[config.mk]
export PLATFORM = sky130hd
export DESIGN_NAME = moore_history_display_flat
export DESIGN_NICKNAME = d
export VERILOG_FILES = /design/src/rtl/moore_history_display_pkg.sv /design/src/rtl/moore_history_display_if.sv /design/src/rtl/moore_history_display_tick_gen.sv /design/src/rtl/moore_history_display.sv /design/src/flat_wrapper.sv
export SDC_FILE = /design/constraint.sdc
export NUM_CORES = 1
export LEC_CHECK = 0
export CORE_MARGIN = 1.5
export CORE_UTILIZATION = 35
export CTS_CLUSTER_SIZE = 12
export DETAILED_ROUTE_END_ITERATION = 8
export DONT_BUFFER_PORTS = 1
export GPL_ROUTABILITY_DRIVEN = 1
export SYNTH_ARGS = -nofsm -noshare
export SYNTH_HDL_FRONTEND = slang
export SYNTH_SLANG_ARGS = --single-unit
[constraint.sdc]
create_clock -name clk -period 2.82 [get_ports clk]
set_input_delay 0.564 -clock clk [delete_from_list [all_inputs] [get_ports clk]]
set_output_delay 0.564 -clock clk [all_outputs]
set_load 0.01 [all_outputs]
[src/rtl/moore_history_display_pkg.sv]
// Shared definitions for the Moore history display: state codes, active-low
// seven-segment glyphs and the transition/glyph lookup functions.
package moore_history_display_pkg;

  typedef enum logic [2:0] {
    S0 = 3'd0,
    S1 = 3'd1,
    S2 = 3'd2,
    S3 = 3'd3,
    S4 = 3'd4,
    S5 = 3'd5
  } state_t;

  // Segment order {g,f,e,d,c,b,a}, 0 = lit
  localparam logic [6:0] SEG_0     = 7'b1000000;
  localparam logic [6:0] SEG_1     = 7'b1111001;
  localparam logic [6:0] SEG_2     = 7'b0100100;
  localparam logic [6:0] SEG_3     = 7'b0110000;
  localparam logic [6:0] SEG_4     = 7'b0011001;
  localparam logic [6:0] SEG_5     = 7'b0010010;
  localparam logic [6:0] SEG_DASH  = 7'b0111111;
  localparam logic [6:0] SEG_BLANK = 7'b1111111;

  function automatic state_t next_state(input state_t cur, input logic in_bit);
    case (cur)
      S0:      return in_bit ? S3 : S1;
      S1:      return in_bit ? S5 : S2;
      S2:      return in_bit ? S0 : S3;
      S3:      return in_bit ? S1 : S4;
      S4:      return in_bit ? S5 : S2;
      S5:      return in_bit ? S4 : S0;
      default: return S0;
    endcase
  endfunction

  function automatic logic [6:0] seg_pattern(input logic [2:0] code);
    case (code)
      3'd0:    return SEG_0;
      3'd1:    return SEG_1;
      3'd2:    return SEG_2;
      3'd3:    return SEG_3;
      3'd4:    return SEG_4;
      3'd5:    return SEG_5;
      default: return SEG_DASH;
    endcase
  endfunction

endpackage

[src/rtl/moore_history_display_if.sv]
// Board-facing signal bundle of the Moore history display: FSM input, step
// controls, and the state/advance/segment/anode outputs.
interface moore_history_display_if
  import moore_history_display_pkg::*;
#(
  parameter int DIGITS = 4
);
  logic              in;
  logic              step_mode;
  logic              step_btn;
  state_t            state;
  logic              advance;
  logic [6:0]        seg;
  logic [DIGITS-1:0] an;

  modport master (
    output in, step_mode, step_btn,
    input  state, advance, seg, an
  );

  modport slave (
    input  in, step_mode, step_btn,
    output state, advance, seg, an
  );
endinterface

[src/rtl/moore_history_display_tick_gen.sv]
// Free-running divider: one-cycle tick every DIV clocks, first tick DIV
// cycles after reset release.
module pulse_tick_gen #(
  parameter int DIV = 4
) (
  input  logic clk,
  input  logic reset,
  output logic tick
);
  localparam int CW = (DIV > 2) ? $clog2(DIV) : 1;
  localparam logic [CW-1:0] LAST = CW'(DIV - 1);

  logic [CW-1:0] cnt;

  always_ff @(posedge clk or negedge reset) begin
    if (!reset) begin
      cnt <= '0;
    end else if (cnt == LAST) begin
      cnt <= '0;
    end else begin
      cnt <= cnt + 1'b1;
    end
  end

  assign tick = (cnt == LAST);
endmodule

[src/rtl/moore_history_display.sv]
// Six-state Moore stepper with a DIGITS-deep state history shown on a
// multiplexed seven-segment display; digit 0 always shows the live state.
module moore_history_display
  import moore_history_display_pkg::*;
#(
  parameter int TICK_DIV = 25_000_000,
  parameter int SCAN_DIV = 50_000,
  parameter int DIGITS   = 4,
  parameter bit SEG_POL  = 1'b0
) (
  input logic                    clk,
  input logic                    reset,
  moore_history_display_if.slave bus
);
  localparam int IW    = (DIGITS > 1) ? $clog2(DIGITS) : 1;
  localparam int DEPTH = (DIGITS > 1) ? DIGITS - 1 : 1;

  function automatic logic [6:0] apply_pol(input logic [6:0] pat_low);
    return SEG_POL ? ~pat_low : pat_low;
  endfunction

  logic              in_s1, in_s2;
  logic              btn_s1, btn_s2, btn_prev;
  logic              btn_rise;
  logic              tick_adv, tick_scan;
  logic              adv_req;
  state_t            state_q;
  logic              adv_q;
  logic [2:0]        old_code [DEPTH];
  logic [DEPTH-1:0]  old_vld;
  logic [IW-1:0]     scan_idx;
  logic [2:0]        sel_code;
  logic              sel_vld;
  logic [6:0]        seg_q;
  logic [DIGITS-1:0] an_q;

  pulse_tick_gen #(.DIV(TICK_DIV)) u_adv_tick (
    .clk  (clk),
    .reset(reset),
    .tick (tick_adv)
  );

  pulse_tick_gen #(.DIV(SCAN_DIV)) u_scan_tick (
    .clk  (clk),
    .reset(reset),
    .tick (tick_scan)
  );

  // Input synchronisers and button edge detect
  always_ff @(posedge clk or negedge reset) begin
    if (!reset) begin
      in_s1    <= 1'b0;
      in_s2    <= 1'b0;
      btn_s1   <= 1'b0;
      btn_s2   <= 1'b0;
      btn_prev <= 1'b0;
    end else begin
      in_s1    <= bus.in;
      in_s2    <= in_s1;
      btn_s1   <= bus.step_btn;
      btn_s2   <= btn_s1;
      btn_prev <= btn_s2;
    end
  end

  assign btn_rise = btn_s2 & ~btn_prev;
  assign adv_req  = bus.step_mode ? btn_rise : tick_adv;

  // FSM update; advance is high for exactly the cycle the new state appears
  always_ff @(posedge clk or negedge reset) begin
    if (!reset) begin
      state_q <= S0;
      adv_q   <= 1'b0;
    end else begin
      adv_q <= adv_req;
      if (adv_req) begin
        state_q <= next_state(state_q, in_s2);
      end
    end
  end

  // History: old_code[k] holds the state k+1 advances ago
  always_ff @(posedge clk or negedge reset) begin
    if (!reset) begin
      old_vld <= '0;
    end else if (adv_req) begin
      old_vld <= {old_vld[DEPTH-1:0], 1'b1} >> 0;
    end
  end

  always_ff @(posedge clk) begin
    if (adv_req) begin
      old_code[0] <= state_q;
      for (int k = 1; k < DEPTH; k++) begin
        old_code[k] <= old_code[k-1];
      end
    end
  end

  always_comb begin
    sel_code = state_q;
    sel_vld  = 1'b1;
    for (int k = 1; k < DIGITS; k++) begin
      if (scan_idx == IW'(k)) begin
        sel_code = old_code[k-1];
        sel_vld  = old_vld[k-1];
      end
    end
  end

  // Display scan and registered segment/anode drive
  always_ff @(posedge clk or negedge reset) begin
    if (!reset) begin
      scan_idx <= '0;
      seg_q    <= apply_pol(SEG_0);
      an_q     <= ~DIGITS'(1);
    end else begin
      if (tick_scan) begin
        scan_idx <= (scan_idx == IW'(DIGITS - 1)) ? '0 : scan_idx + 1'b1;
      end
      seg_q <= apply_pol(sel_vld ? seg_pattern(sel_code) : SEG_BLANK);
      an_q  <= ~(DIGITS'(1) << scan_idx);
    end
  end

  assign bus.state   = state_q;
  assign bus.advance = adv_q;
  assign bus.seg     = seg_q;
  assign bus.an      = an_q;
endmodule

[src/flat_wrapper.sv]
// flat-port wrapper written by rule: the top's interface ports become plain ports
module moore_history_display_flat import moore_history_display_pkg::*;
#(
  parameter int TICK_DIV = 25_000_000,
  parameter int SCAN_DIV = 50_000,
  parameter int DIGITS   = 4,
  parameter bit SEG_POL  = 1'b0
)
  (clk, reset, bus_in, bus_step_mode, bus_step_btn, bus_state, bus_advance, bus_seg, bus_an);
  moore_history_display_if #(.DIGITS(DIGITS)) bus_i ();
  input logic clk;
  input logic reset;
  input wire logic [$bits(bus_i.in)-1:0] bus_in;
  input wire logic [$bits(bus_i.step_mode)-1:0] bus_step_mode;
  input wire logic [$bits(bus_i.step_btn)-1:0] bus_step_btn;
  output wire logic [$bits(bus_i.state)-1:0] bus_state;
  output wire logic [$bits(bus_i.advance)-1:0] bus_advance;
  output wire logic [$bits(bus_i.seg)-1:0] bus_seg;
  output wire logic [$bits(bus_i.an)-1:0] bus_an;
  assign bus_i.in = bus_in;
  assign bus_i.step_mode = bus_step_mode;
  assign bus_i.step_btn = bus_step_btn;
  assign bus_state = bus_i.state;
  assign bus_advance = bus_i.advance;
  assign bus_seg = bus_i.seg;
  assign bus_an = bus_i.an;
  moore_history_display #(.TICK_DIV(TICK_DIV), .SCAN_DIV(SCAN_DIV), .DIGITS(DIGITS), .SEG_POL(SEG_POL)) u_core (.clk(clk), .reset(reset), .bus(bus_i));
endmodule
After elaboration in Yosys (flattened, before gate mapping)
Memories as Yosys holds them, arrays and structs flattened.
Index checks and enable logic that the tools add are counted.
{"block": "word_totals", "reg_bits": 66, "latch_bits": 0, "ramBits": 9, "romBits": 0, "inputBits": 5, "wordCells": 59, "mem_count": 1}
{"block": "classes", "add_sub_neg": 3, "n_mul": 0, "div_mod_pow": 0, "n_lt_le_gt_ge": 0, "eq_ne": 15, "n_shift": 1, "n_mux": 20, "bitwise_logic": 3, "reduce_logical": 3}
{"name": "u_core.old_code", "depth": 3, "word_bits": 3, "rd": 3, "rd_clocked_by_memory_dff": 0, "write_ports": 3, "line": "moore_history_display.sv:29", "source": "logic [2:0] old_code [DEPTH];"}
{"op": "case mux 7 bit (6 select lines)", "count": 1}
{"op": "adder 25 x 1 -> 25 bit (second input constant)", "count": 1}
{"op": "equality test 25 bit (second input constant)", "count": 1}
{"op": "2-to-1 mux 25 bit", "count": 1}
{"op": "2-to-1 mux 3 bit", "count": 6}
{"op": "adder 16 x 1 -> 16 bit (second input constant)", "count": 1}
{"op": "equality test 16 bit (second input constant)", "count": 1}
{"op": "2-to-1 mux 16 bit", "count": 1}
{"op": "case mux 3 bit (5 select lines)", "count": 1}
{"op": "equality test 3 x 2 -> 1 bit (second input constant)", "count": 4}
{"op": "equality test 3 bit (second input constant)", "count": 4}
{"op": "2-to-1 mux 7 bit", "count": 1}
{"op": "equality test 3 x 1 -> 1 bit (second input constant)", "count": 2}
{"op": "logical NOT 3 bit", "count": 2}
{"op": "2-to-1 mux 1 bit", "count": 6}
{"op": "2-to-1 mux 2 bit", "count": 3}
{"op": "equality test 2 bit (second input constant)", "count": 2}
{"op": "NOT 4 bit", "count": 1}
{"op": "left shift 1 x 2 -> 4 bit (first input constant)", "count": 1}
{"op": "adder 2 x 1 -> 2 bit (second input constant)", "count": 1}
{"op": "equality test 2 x 1 -> 1 bit (second input constant)", "count": 1}
{"op": "OR reduction 2 bit", "count": 1}
{"op": "AND 1 bit", "count": 1}
{"op": "NOT 1 bit", "count": 1}

Longest topological paths before layout
{"block": "depth", "ltp_word": 7, "ltp_mapped": 8}

Cells and area by module
A second synthesis with hierarchy kept.
{"block": "unflattened", "hier_cells": 307, "hier_area_um2": 3479.6}
{"mod": "moore_history_display", "n_inst": 1, "cells_each": 111, "area_each_um2": 1402.6}
{"mod": "pulse_tick_gen at u_core.u_adv_tick", "n_inst": 1, "cells_each": 129, "area_each_um2": 1315.0}
{"mod": "pulse_tick_gen at u_core.u_scan_tick", "n_inst": 1, "cells_each": 67, "area_each_um2": 762.0}

Worst setup path before layout
OpenSTA, ideal clock, no wires.
{"block": "synth_path", "path_kind": "register to register", "startpoint": "register u_core.u_adv_tick.cnt[18]", "endpoint": "memory u_core.old_code[0][0] (enable)", "setup_ns": 0.332, "t_arrival_ns": 1.763, "required_time_ns": 2.488, "slack_ns": 0.725, "stages_incl_launch_ff": 6, "path_buffers": 0, "path_cell_list": "dfrtp_1 nand3_1 or4_4 nor4b_4 nor2_2 inv_1"}
{"element": "start: declaration", "line": "moore_history_display_tick_gen.sv:13", "source": "logic [CW-1:0] cnt;"}
{"element": "start signal: assignment", "line": "moore_history_display_tick_gen.sv:21", "source": "cnt <= cnt + 1'b1;"}
{"element": "end: declaration", "line": "moore_history_display.sv:29"}

==> impl_metrics.py <==
metrics = {
    "status": {
        "outcome": "completed",
    },
    "power": {
        "p_int_mw": 1.61,
        "comb_power_share_pct": 9.8,
        "power.density_nw_per_um2": 607,
        "p_leak_nw": 1.59,
        "p_seq_share_pct": 57.3,
        "ir_drop_uv": 308,
        "pwr-share-clk_pct": 32.9,
        "p_sw_mw": 0.585,
        "swShare_pct": 26.7,
    },
    "setup_path": {
        "r2r_setup_slack_ns": 0.51,
        "timing.rr.end": "u_core.old_code[0][3]",
        "worst_path_dominant_cell_family": "simple AND/OR/NAND/NOR gates",
        "cp_slowest_cell": "or4_4",
        "reg2reg_from": "u_core.u_adv_tick.cnt[18]",
        "critical-path-max-stage-delay_ns": 0.58,
        "cp-start-kind": "flip-flop",
        "cp_cell_sequence": "nand3_1, or4_4, nor4b_4, nor2_2, inv_1",
        "cp_data_arrival_time_ns": 2.32,
        "ff2ff_path_depth": 5,
        "worst_setup_path_end_kind": "flip-flop",
        "critical_path.max_fanout": 10,
        "crit_cells": 5,
        "crit_required_ns": 2.83,
        "crit_buf_inv": 1,
        "critPathKind": "flip-flop to flip-flop",
    },
    "finish": {
        "layout-drive-gt1-share_pct": 10.9,
        "syn_to_final_growth_pct": 10.5,
        "fin_cells": 414,
        "nets": 310,
        "antenna_cells": 0,
    },
    "min_path": {
        "hold_path_class": "primary input to asynchronous set/reset pin",
    },
    "synth": {
        "synth_area_leaders": "dfrtp_1 47%, edfxtp_1 8.3%, xor2_1 6.4%",
        "yosysTopAreaCell": "dfrtp_1",
        "avgSynthCellArea_um2": 11.4,
        "synth_top_area_share_pct": 46.7,
        "synth-seq-cells": 74,
        "synthFlopType": "dfrtp_1",
        "synth_edf_count": 9,
        "synthArstFlopShare_pct": 87.8,
        "synthMostInstantiatedCell": "dfrtp_1",
        "syn_inst": 288,
        "synth_seq_area_share_pct": 58.2,
        "syn_nets": 300,
        "synth_common_cells": "61 x dfrtp_1, 33 x nor2_1, 24 x nand2_1, 24 x xor2_1, 18 x nand3_1",
        "synth_area_um2": 3270,
        "ys_types": 46,
        "yosys_warnings": 0,
    },
    "timing": {
        "fmax_mhz": 433,
        "finalCritPeriodShare_pct": 81.8,
        "rsz0062_at_grt": "no",
        "setup-tns-final_ns": 0,
        "finalHoldViolations": 0,
        "finalMaxSlewViolations": 0,
        "relSlewSlack_pct": 59.8,
        "tightest_slew_ns": 0.596,
        "setup_viol": 0,
        "finClkSkew_ns": 0.00527,
        "period_needed_ns": 2.31,
    },
    "clock_tree": {
        "cts_htree_levels": 3,
        "post_cts_buffers": 0,
        "clk_latency_ns": 0.34,
        "clk_path_buf_depth": 2,
        "cts_tree": "built",
        "cts_made_buffers": 9,
        "root_buffer": "clkbuf_8",
        "cts.reportedPaths.clkPinSlew_ns": 0.07,
        "clock-sinks": 74,
    },
    "floorplan": {
        "die_y_um": 99.7,
        "core_um2": 9150,
        "die-area_um2": 9930,
        "rows": 35,
        "io_pins": 20,
        "start_util_pct": 35.7,
        "fp.dieW_um": 99.7,
    },
    "route": {
        "detail_route.iter0.violations": 74,
        "antenna_left": 0,
        "drc": 0,
        "viasPerCell": 4.90,
        "vias": 2029,
        "dr.pass1.iters": 4,
        "wl_per_cell_um": 12.7,
        "wl_mm": 5.28,
    },
    "place": {
        "placedCellCount": 397,
        "io_buffer_count": 0,
        "gp_congestion": 0.737,
        "dp_hpwl_mm": 3.54,
    },
    "global_routing": {
        "grt_pass1_wl_mm": 9.51,
        "grt_max_degree": 62,
        "grt_remaining_overflow": 0,
        "antenna_found_initial": 0,
        "grt_pass1_vias": 2043,
        "gr-usage-all-layers_pct": 12.4,
    },
    "job": {
        "maxCapViolCount": 0,
    },
}
[layer usage]
| layer | up-vias | track usage, % | part of all wire, % |
|---|---|---|---|
| met5 | - | 0 | 0 |
| met4 | 0 | 4.23 | 1.6 |
| met3 | 8 | 5.27 | 3.6 |
| met2 | 29 | 18.7 | 47 |
| met1 | 980 | 16.1 | 48 |
| li1 | 1012 | - | - |
[how the worst max path moves through the flow]
stage | startpoint | to
2_1_floorplan | u_core.u_adv_tick.cnt[18] | u_core.old_code[0][0]
3_3_place_gp | u_core.u_adv_tick.cnt[18] | u_core.old_code[0][7]
3_5_place_dp | u_core.u_adv_tick.cnt[18] | u_core.old_code[0][7]
4_1_cts | u_core.u_adv_tick.cnt[18] | u_core.old_code[0][5]
5_1_grt | u_core.u_adv_tick.cnt[18] | u_core.old_code[0][4]
6_report | u_core.u_adv_tick.cnt[18] | u_core.old_code[0][3]
[area by class of cell]
class                   instances  area [um^2]
fillers                       847         5540
flip-flops and latches         74         1900
multi-input cells             195         1290
clock buffers                  12          145
well taps                     111          139
repair buffers                  6         65.1
inverters                      12         45.0
clock inverters                 4         27.5
[state kept, by name, indices dropped and copies added, names as in the netlist, 2 cells and up]
register,cells
u_core.bus.seg,6
u_core.u_adv_tick.cnt,25
u_core.old_code,9
u_core.old_vld,3
u_core.u_scan_tick.cnt,16
u_core.scan_idx,2
u_core.bus.an,4
u_core.bus.state,3
[metrics by stage]
| stage | setup WS (ns) | util [%] | area [um^2] | power (mW) | hold slack [ns] |
|---|---|---|---|---|---|
| floorplan | 0.725 | - | 3270 | 1.44 | 0.268 |
| global placement | 0.568 | 37.3 | 3410 | 1.47 | 0.271 |
| detailed placement | 0.503 | 37.3 | 3410 | 1.48 | 0.271 |
| CTS | 0.487 | 39.5 | 3610 | 2.23 | 0.0300 |
| global route | 0.361 | 39.5 | 3610 | 2.33 | 0.0169 |
| finish | 0.512 | 39.5 | 3610 | 2.19 | 0.0541 |
[cells by family (layout without fill, tap and decap cells)]
kind of cell               count (synthesis)  in the layout  synth area share (%)
and+or+nand+nor                          120            120                  19.4
DFF                                       74             74                  58.2
xor gates and xnor gates                  38             38                  10.2
AOI/OAI and AO/OA                         22             22                  4.52
buffers and inverters                     19             34                  2.37
muxes                                      8              8                  2.64
adders and majority gates                  7              7                  2.68
[power groups by stage]
| stage | Combinational (mW) | Clock, mW | Sequential (mW) |
|---|---|---|---|
| final | 0.216 | 0.721 | 1.26 |
| after global routing | 0.253 | 0.806 | 1.27 |
| after CTS | 0.218 | 0.753 | 1.26 |
| after detailed placement | 0.195 | 0 | 1.28 |
| after global placement | 0.193 | 0 | 1.28 |
| after floorplan | 0.179 | 0 | 1.26 |
[layout by cell type, fill, tap and decap left out, drive strengths merged, types with 4 or more instances in the layout]
cell and n:
nor3 5, edfxtp 9, nor2 34, mux2 5, clkinv 4, o21ai 8, inv 12, and3 5
clkbuf 12, nand2 24, xnor2 14, buf 6, dfrtp 61, xor2 24, dfstp 4, nand4 10
ha 7, nand3 18
[repair_timing]
action,CTS,global route
endpoints found under the hold margin,61,0
gates resized for setup,0,0
setup endpoints to repair,0,0
hold buffers,1,0
No activity file was read; power rests on OpenSTA's default activity.
